[src/rtl/axi_apb_bridge_mc.sv]
// rtl/axi_apb_bridge_mc.sv - AXI-Lite to multi-slave APB bridge, one transaction at a time.
// Optional ACCESS timeout is compiled in with `define APB_TIMEOUT_EN.
module axi_apb_bridge_mc #(
   parameter int DATA_W      = 32,
   parameter int NUM_SLAVES  = 4,
   parameter int WIN_BITS    = 12,
   parameter int TIMEOUT_CYC = 255
) (
   input  logic                           aclk,
   input  logic                           areset_n,
   input  logic [31:0]                    awaddr,
   input  logic                           awvalid,
   output logic                           awready,
   input  logic [DATA_W-1:0]              wdata,
   input  logic [DATA_W/8-1:0]            wstrb,
   input  logic                           wvalid,
   output logic                           wready,
   output logic [1:0]                     bresp,
   output logic                           bvalid,
   input  logic                           bready,
   input  logic [31:0]                    araddr,
   input  logic                           arvalid,
   output logic                           arready,
   output logic [DATA_W-1:0]              rdata,
   output logic [1:0]                     rresp,
   output logic                           rvalid,
   input  logic                           rready,
   output logic [WIN_BITS-1:0]            paddr,
   output logic [NUM_SLAVES-1:0]          psel,
   output logic                           penable,
   output logic                           pwrite,
   output logic [DATA_W-1:0]              pwdata,
   output logic [DATA_W/8-1:0]            pstrb,
   input  logic [NUM_SLAVES*DATA_W-1:0]   prdata,
   input  logic [NUM_SLAVES-1:0]          pready,
   input  logic [NUM_SLAVES-1:0]          pslverr
);
   localparam int IDX_W  = (NUM_SLAVES > 1) ? $clog2(NUM_SLAVES) : 1;
   localparam int IDX_W1 = IDX_W + 1;
   localparam logic [IDX_W:0] SLV_CNT = IDX_W1'(NUM_SLAVES);

   typedef enum logic [1:0] {IDLE, SETUP, ACCESS, RESP} state_t;

   // Returns {miss, index}; any address bit above the index field forces a miss.
   function automatic logic [IDX_W:0] decode(input logic [31:0] addr);
      logic [IDX_W-1:0] idx;
      logic             miss;
      idx  = addr[WIN_BITS +: IDX_W];
      miss = ((addr >> (WIN_BITS + IDX_W)) != 32'd0) || ({1'b0, idx} >= SLV_CNT);
      return {miss, idx};
   endfunction

   state_t           state;
   logic             grant_rd;
   logic [IDX_W-1:0] idx_q;
   logic             miss_q;
   logic [IDX_W:0]   aw_dec;
   logic [IDX_W:0]   ar_dec;
   logic             wr_pend;
   logic             rd_pend;

   assign aw_dec  = decode(awaddr);
   assign ar_dec  = decode(araddr);
   assign wr_pend = awvalid && wvalid;
   assign rd_pend = arvalid;

`ifdef APB_TIMEOUT_EN
   localparam int CNT_W = $clog2(TIMEOUT_CYC + 1);
   logic [CNT_W-1:0] tmo_cnt;
`endif

   always_ff @(posedge aclk or negedge areset_n) begin
      if (!areset_n) begin
         state    <= IDLE;
         grant_rd <= 1'b0;
         idx_q    <= '0;
         miss_q   <= 1'b0;
         awready  <= 1'b0;
         wready   <= 1'b0;
         arready  <= 1'b0;
         bvalid   <= 1'b0;
         bresp    <= 2'b00;
         rvalid   <= 1'b0;
         rresp    <= 2'b00;
         rdata    <= '0;
         paddr    <= '0;
         psel     <= '0;
         penable  <= 1'b0;
         pwrite   <= 1'b0;
         pwdata   <= '0;
         pstrb    <= '0;
`ifdef APB_TIMEOUT_EN
         tmo_cnt  <= '0;
`endif
      end else begin
         case (state)
            IDLE: begin
               // A ready pulse marks the handshake cycle; the request was latched when it was raised.
               if (awready || arready) begin
                  awready <= 1'b0;
                  wready  <= 1'b0;
                  arready <= 1'b0;
                  if (miss_q) begin
                     state <= RESP;
                     if (pwrite) begin
                        bvalid <= 1'b1;
                        bresp  <= 2'b11;
                     end else begin
                        rvalid <= 1'b1;
                        rresp  <= 2'b11;
                        rdata  <= '0;
                     end
                  end else begin
                     psel  <= NUM_SLAVES'(1) << idx_q;
                     state <= SETUP;
                  end
               end else if (wr_pend && (!rd_pend || !grant_rd)) begin
                  awready  <= 1'b1;
                  wready   <= 1'b1;
                  grant_rd <= 1'b1;
                  pwrite   <= 1'b1;
                  paddr    <= awaddr[WIN_BITS-1:0];
                  pwdata   <= wdata;
                  pstrb    <= wstrb;
                  idx_q    <= aw_dec[IDX_W-1:0];
                  miss_q   <= aw_dec[IDX_W];
               end else if (rd_pend) begin
                  arready  <= 1'b1;
                  grant_rd <= 1'b0;
                  pwrite   <= 1'b0;
                  paddr    <= araddr[WIN_BITS-1:0];
                  pwdata   <= '0;
                  pstrb    <= '0;
                  idx_q    <= ar_dec[IDX_W-1:0];
                  miss_q   <= ar_dec[IDX_W];
               end
            end
            SETUP: begin
               penable <= 1'b1;
               state   <= ACCESS;
`ifdef APB_TIMEOUT_EN
               tmo_cnt <= '0;
`endif
            end
            ACCESS: begin
               if (pready[idx_q]) begin
                  psel    <= '0;
                  penable <= 1'b0;
                  state   <= RESP;
                  if (pwrite) begin
                     bvalid <= 1'b1;
                     bresp  <= {pslverr[idx_q], 1'b0};
                  end else begin
                     rvalid <= 1'b1;
                     rresp  <= {pslverr[idx_q], 1'b0};
                     rdata  <= prdata[idx_q * DATA_W +: DATA_W];
                  end
               end
`ifdef APB_TIMEOUT_EN
               else if (tmo_cnt == CNT_W'(TIMEOUT_CYC - 1)) begin
                  psel    <= '0;
                  penable <= 1'b0;
                  state   <= RESP;
                  if (pwrite) begin
                     bvalid <= 1'b1;
                     bresp  <= 2'b10;
                  end else begin
                     rvalid <= 1'b1;
                     rresp  <= 2'b10;
                     rdata  <= '0;
                  end
               end else begin
                  tmo_cnt <= tmo_cnt + 1'b1;
               end
`endif
            end
            RESP: begin
               if ((bvalid && bready) || (rvalid && rready)) begin
                  bvalid <= 1'b0;
                  rvalid <= 1'b0;
                  state  <= IDLE;
               end
            end
            default: state <= IDLE;
         endcase
      end
   end
endmodule

[config.mk]
export PLATFORM = sky130hd
export DESIGN_NAME = axi_apb_bridge_mc
export DESIGN_NICKNAME = d
export VERILOG_FILES = /design/src/rtl/axi_apb_bridge_mc.sv
export SDC_FILE = /design/constraint.sdc
export NUM_CORES = 1
export LEC_CHECK = 0
export CAP_MARGIN = 20
export CELL_PAD_IN_SITES_DETAIL_PLACEMENT = 1
export CELL_PAD_IN_SITES_GLOBAL_PLACEMENT = 1
export CORE_AREA = 3 3 139 141
export CTS_CLUSTER_DIAMETER = 30
export DETAILED_ROUTE_END_ITERATION = 7
export DIE_AREA = 0 0 142 144
export PLACE_DENSITY = 0.81
export REMOVE_ABC_BUFFERS = 1
export SYNTH_ARGS = -nofsm -noshare
export SYNTH_HDL_FRONTEND = slang
export SYNTH_SLANG_ARGS = --single-unit
export TNS_END_PERCENT = 10
[constraint.sdc]
create_clock -name aclk -period 3.61 [get_ports aclk]
set_input_delay 0.722 -clock aclk [delete_from_list [all_inputs] [get_ports aclk]]
set_output_delay 0.722 -clock aclk [all_outputs]
set_load 0.005 [all_outputs]
* After elaboration in Yosys (flattened, before gate mapping) *
Cells that the tools add are included.

storage, ports and cells
  register bits after elaboration = 99
  latch bits = 0
  RAM bits = 0
  ROM bits = 0
  input bits = 243
  output and inout bits = 95
  word-level logic and storage cells = 121
  memories = 0

operators by class
  add/sub/neg operators = 0
  multipliers = 0
  div/mod/pow operators = 0
  magnitude comparators = 1
  equality and inequality tests = 13
  shift-type cells = 2
  multiplexer cells = 61
  bitwise gates (word level) = 1
  reduce and logical (&&, ||, !) cells = 27

operator list
  kind                                                               count
  32-bit 2-to-1 mux                                                  7
  128-bit by 8-bit variable part select with 32-bit output           1
  32-bit one-hot mux with 2 select lines                             1
  32-bit nonzero test                                                2
  2-bit 2-to-1 mux                                                   16
  12-bit 2-to-1 mux                                                  2
  1-bit 2-to-1 mux                                                   21
  4-bit 2-to-1 mux                                                   5
  2-bit != test, second input constant                               10
  6-bit AND reduction                                                2
  2-bit nonzero test                                                 5
  3-bit AND reduction                                                3
  2-bit one-hot mux with 2 select lines                              2
  2-bit one-hot mux with 4 select lines                              1
  4-bit one-hot mux with 2 select lines                              1
  1-bit one-hot mux with 3 select lines                              2
  5-bit AND reduction                                                1
  1-bit binary-select mux with 2-bit select                          2
  2-bit == test, second input constant                               2
  1-bit logical AND                                                  4
  2-bit AND reduction                                                2
  4-bit AND reduction                                                1
  1-bit by 2-bit << shifter with 4-bit output, first input constant  1
  1-bit logical OR                                                   3
  7 further kinds                                                    8

* Depth between registers and ports, before layout *
  depth after elaboration = 5
  depth in mapped cells = 8

* Worst setup path after synthesis *
Ideal clock, no wire load.

  kind = reg2reg
  start point = reg state[0]
  end point = reg rdata[0]
  library setup time = 124 ps
  data arrival time = 2085 ps
  data required time = 3486 ps
  slack = 1401 ps
  cell stages (with the launch flop) = 8
  buffers on the path = 1
  clock period less this slack = 2209 ps
  path through = dfrtp_1 > inv_1 > ha_1 > and2_1 > a222oi_1 > nand2_2 > buf_6 > mux2i_1

between the ends
  cells in the longest elaborated chain, start to end = 3

RTL lines
  what                                                                         RTL line  RTL
  start, declared                                                              53        state_t state;
  start signal, assigned                                                       74        state <= IDLE;
  start signal, assigned                                                       104       state <= RESP;
  start signal, assigned                                                       115       state <= SETUP;
  2-bit == test / 2-bit zero test (equally long branches)                      96        case (state)
  2-bit != test (no source line) / 2-bit nonzero test (equally long branches)  n/a
  6-bit AND reduction (no source line)                                         n/a
  end signal, assigned                                                         156       rdata <= prdata[idx_q * DATA_W +: DATA_W];
  end, declared                                                                24        output logic [DATA_W-1:0] rdata,

Parallel ways exist; a longest one is shown, timed or not.
A chain may end at the register's enable or synchronous reset.

* Final worst setup path *
  start point = reg state[0]
  end point = reg miss_q

between the ends
  cells in the longest elaborated chain, start to end = 2

RTL lines
  what                                  RTL line  RTL
  2-bit zero test                       96
  3-bit AND reduction (no source line)  n/a
  end signal, assigned                  126       miss_q <= aw_dec[IDX_W];
  end signal, assigned                  135       miss_q <= ar_dec[IDX_W];
  end, declared                         56        logic miss_q;

Every way passes these cells.

==> metrics.yaml <==
routed_wl_microns: 19900
setup.worst_path.class: "reg -> reg"
synthDistinctLibCells: 37
pin_count: 338
vias: 4789
insertion_delay_ns: 0.35
cap_violations: 0
setup.worst_path.end_class: "flip-flop"
wl_met2_microns: 10400
cts_inserted_buffers: 9
finalHoldViolCount: 0
rsz0062_at_grt: "false"
cts_tree: "built"
drt_iter0_markers: 92
slowest_stage: "nor3b_1"
startpoint_type: "flip-flop"
leakage_nw: 3.87
synth-seq-area-share_pct: 48.7
nets: 996
finalInstanceArea_sq_um: 9010
peakVddDrop_v: 0.000268
initial_core_util_pct: 28.1
drv_slew: 0
numPortBuffers: 337
synth_mux_area_share_pct: 26.6
path_delay_family: "simple AND/OR/NAND/NOR gates"
cts_buffer_depth: 2
core-area_sq_um: 18100
cts_root_buffer: "clkbuf_16"
drcViolationCount: 0
worstPathRequired_ns: 3.86
worst-path-max-fanout: 35
clock.fmax_ghz: 0.391
postCtsHoldBufs: 0
avgRoutedWirePerCell_microns: 20.3
ant_nets: 0
rows: 49
post_cts_resized: 0
antenna_found_initial: 0
relSlewSlack_pct: 43.7
synth_top_family_by_area: "multiplexers"
period_needed_ns: 2.55
synth_compound_area_share_pct: 10.2
netlist_instances: 420
gp_congestion: 0.876
grt_pass1_vias: 5533
regArea_sq_um: 2480
gr-total-overflow: 0
ys_top_cells_by_area: "dfrtp_1 49%, mux4_2 15%, mux2i_1 10%"
syn_avg_cell_area_sq_um: 12.1
synth_top_area_cell: "dfrtp_1"
grt_max_degree: 79
cts_setup_buffers: 0
path_cells: "inv_1 -> ha_1 -> nor3b_1 -> and3_1 -> buf_12 -> o21ai_0 -> o211ai_1"
top_layer: "met4"
setup_slack_ns: 1.06
wl_met3_microns: 1740
die_area_sq_um: 20400
final_layout_size_suffix_gt1_share_pct: 9.43
synth_top_area_share_pct: 48.7
multi_input_area_sq_um: 2330
setup_violations: 0
yosysWarningCount: 0
cts.sinks: 99
p_per_area_nw_per_um2: 678
viasPerCell: 4.88
die_w_microns: 142
status: "finished clean"
htreeDepth: 3
synthToLayoutAreaGrowth_pct: 77.2
crit_buf_inv: 2
postPlaceCellArea_sq_um: 8700
worstMarginPinSlew_ns: 0.843
min_path_type: "in -> async"
wl_met1_microns: 7290
synth_xor_area_share_pct: 0
fill_cells: 1895
arrival_ns: 2.81
synth_fa_ha_area_share_pct: 1.23
antennaDiodeCount: 0
drtPass1Iterations: 4
ys_seq_elements: 99
dp_hpwl_microns: 16000
syn_area_sq_um: 5090
fin_skew_ns: 0.0158
preCtsSetupSlack_ns: 0.796
max_stage_delay_ns: 0.63
clk_pin_slew_ns: 0.08
grt_pass1_wl_microns: 30100
synthSimpleGateAreaFrac_pct: 7.63
die_h_microns: 144
finalCritPeriodShare_pct: 70.8
grt_usage_pct: 18.8
==> Yosys cell counts <==
library cell  count
dfrtp_1          99
nand2_1          54
mux2i_1          53
inv_1            39
a22o_1           37
mux4_2           33
o21ai_0          19
clkbuf_1         17
buf_1             7
mux2_2            7
nor4_1            7
ha_1              5
nor2_1            5
a31oi_1           3
buf_6             3
nor3b_1           3
a21o_1            2
and2_1            2
and3_1            2
buf_2             2
nand2b_1          2
nand3_1           2
o211ai_1          2
or4_1             2
a21bo_2           1
a21oi_1           1
a221oi_1          1
a222oi_1          1
a22oi_1           1
and2_0            1
buf_4             1
nand2_2           1
nand3b_1          1
nand4_1           1
nor2b_1           1
nor3_1            1
o2111ai_1         1
==> stage by stage <==
step | hold WS (ns) | total power, W | utilization [%] | setup TNS, ns | cells
2_1_floorplan | 0.426 | 0.00349 | - | -55.36 | 390
5_1_grt | 0.193 | 0.00656 | 49.8 | 0 | 982
3_5_place_dp | 0.475 | 0.00524 | 48.1 | 0 | 965
3_3_place_gp | 0.462 | 0.00511 | 48.1 | 0 | 965
6_report | 0.202 | 0.00611 | 49.8 | 0 | 982
4_1_cts | 0.490 | 0.00623 | 49.7 | 0 | 981
==> registers in the layout (all words and copies together) (netlist names), 2 cells and up <==
register  count
pwdata       32
rdata        32
paddr        12
psel          4
pstrb         4
bresp         2
idx_q         2
rresp         2
state         2
==> cell type report <==
| cell class | instances | share of cell area [%] |
|---|---|---|
| repair buffers | 347 | 38.6 |
| flip-flops and latches | 99 | 27.5 |
| multi-input cells | 252 | 25.9 |
| well taps | 229 | 3.18 |
| clock buffers | 11 | 2.69 |
| inverters | 39 | 1.62 |
| clock inverters | 5 | 0.500 |
==> power breakdown <==
part / internal, W / leakage [nW] / switching [W]
Sequential: 0.00157 / 1.28 / 0.000342
Clock: 0.000497 / 0.138 / 0.000438
Combinational: 0.00189 / 2.45 / 0.00137
Total: 0.00396 / 3.87 / 0.00215
==> layout by cell type (no fill, tap or decap), types with 9 or more instances in the layout <==
master / netlist / layout
dfrtp_1: 99 / 97
clkdlybuf4s50_1: 0 / 336
mux4_2: 33 / 33
buf_4: 1 / 9
mux2i_1: 53 / 53
a22o_1: 37 / 37
clkbuf_16: 0 / 9
nand2_1: 54 / 54
inv_1: 39 / 39
o21ai_0: 19 / 18
==> worst register-to-register path: stages, from the launching register on <==
cell and delay [ns]:
dfrtp_1 0.43, inv_1 0.15, ha_1 0.31, nor3b_1 0.63
and3_1 0.44, buf_12 0.24, o21ai_0 0.15, o211ai_1 0.12
==> worst paths after layout <==
check | from | endpoint | slack (ns) | depth (start not counted)
worst min-delay path | areset_n | rdata[10]$_DFFE_PN0P_ | 0.20 | 1
worst max-delay path | state[0]$_DFFE_PN0P_ | miss_q$_DFFE_PN0P_ | 1.06 | 7
worst max register to register | state[0]$_DFFE_PN0P_ | miss_q$_DFFE_PN0P_ | 1.06 | 7
max in group asynchronous | areset_n | paddr[4]$_DFFE_PN0P_ | 2.48 | 3
min in group aclk | paddr[1]$_DFFE_PN0P_ | paddr[1]$_DFFE_PN0P_ | 0.48 | 2
worst min register to register | paddr[1]$_DFFE_PN0P_ | paddr[1]$_DFFE_PN0P_ | 0.48 | 2
==> cells by family (layout without fill, tap and decap cells) <==
kind of cell / count (synthesis) / count (layout)
AO/OA/AOI/OAI: 69 / 69
AND/OR/NAND/NOR: 85 / 85
adder cells (fa/ha/maj): 5 / 5
buffers and inverters: 69 / 402
flip-flops: 99 / 99
multiplexers: 93 / 93
==> metal layers <==
layer | global-route usage (%) | vias up
met5 | 0 | -
met4 | 6.01 | 0
met3 | 6.18 | 34
met2 | 34.8 | 250
met1 | 20.3 | 2334
li1 | - | 2171
(Power assumes the default switching activity.)
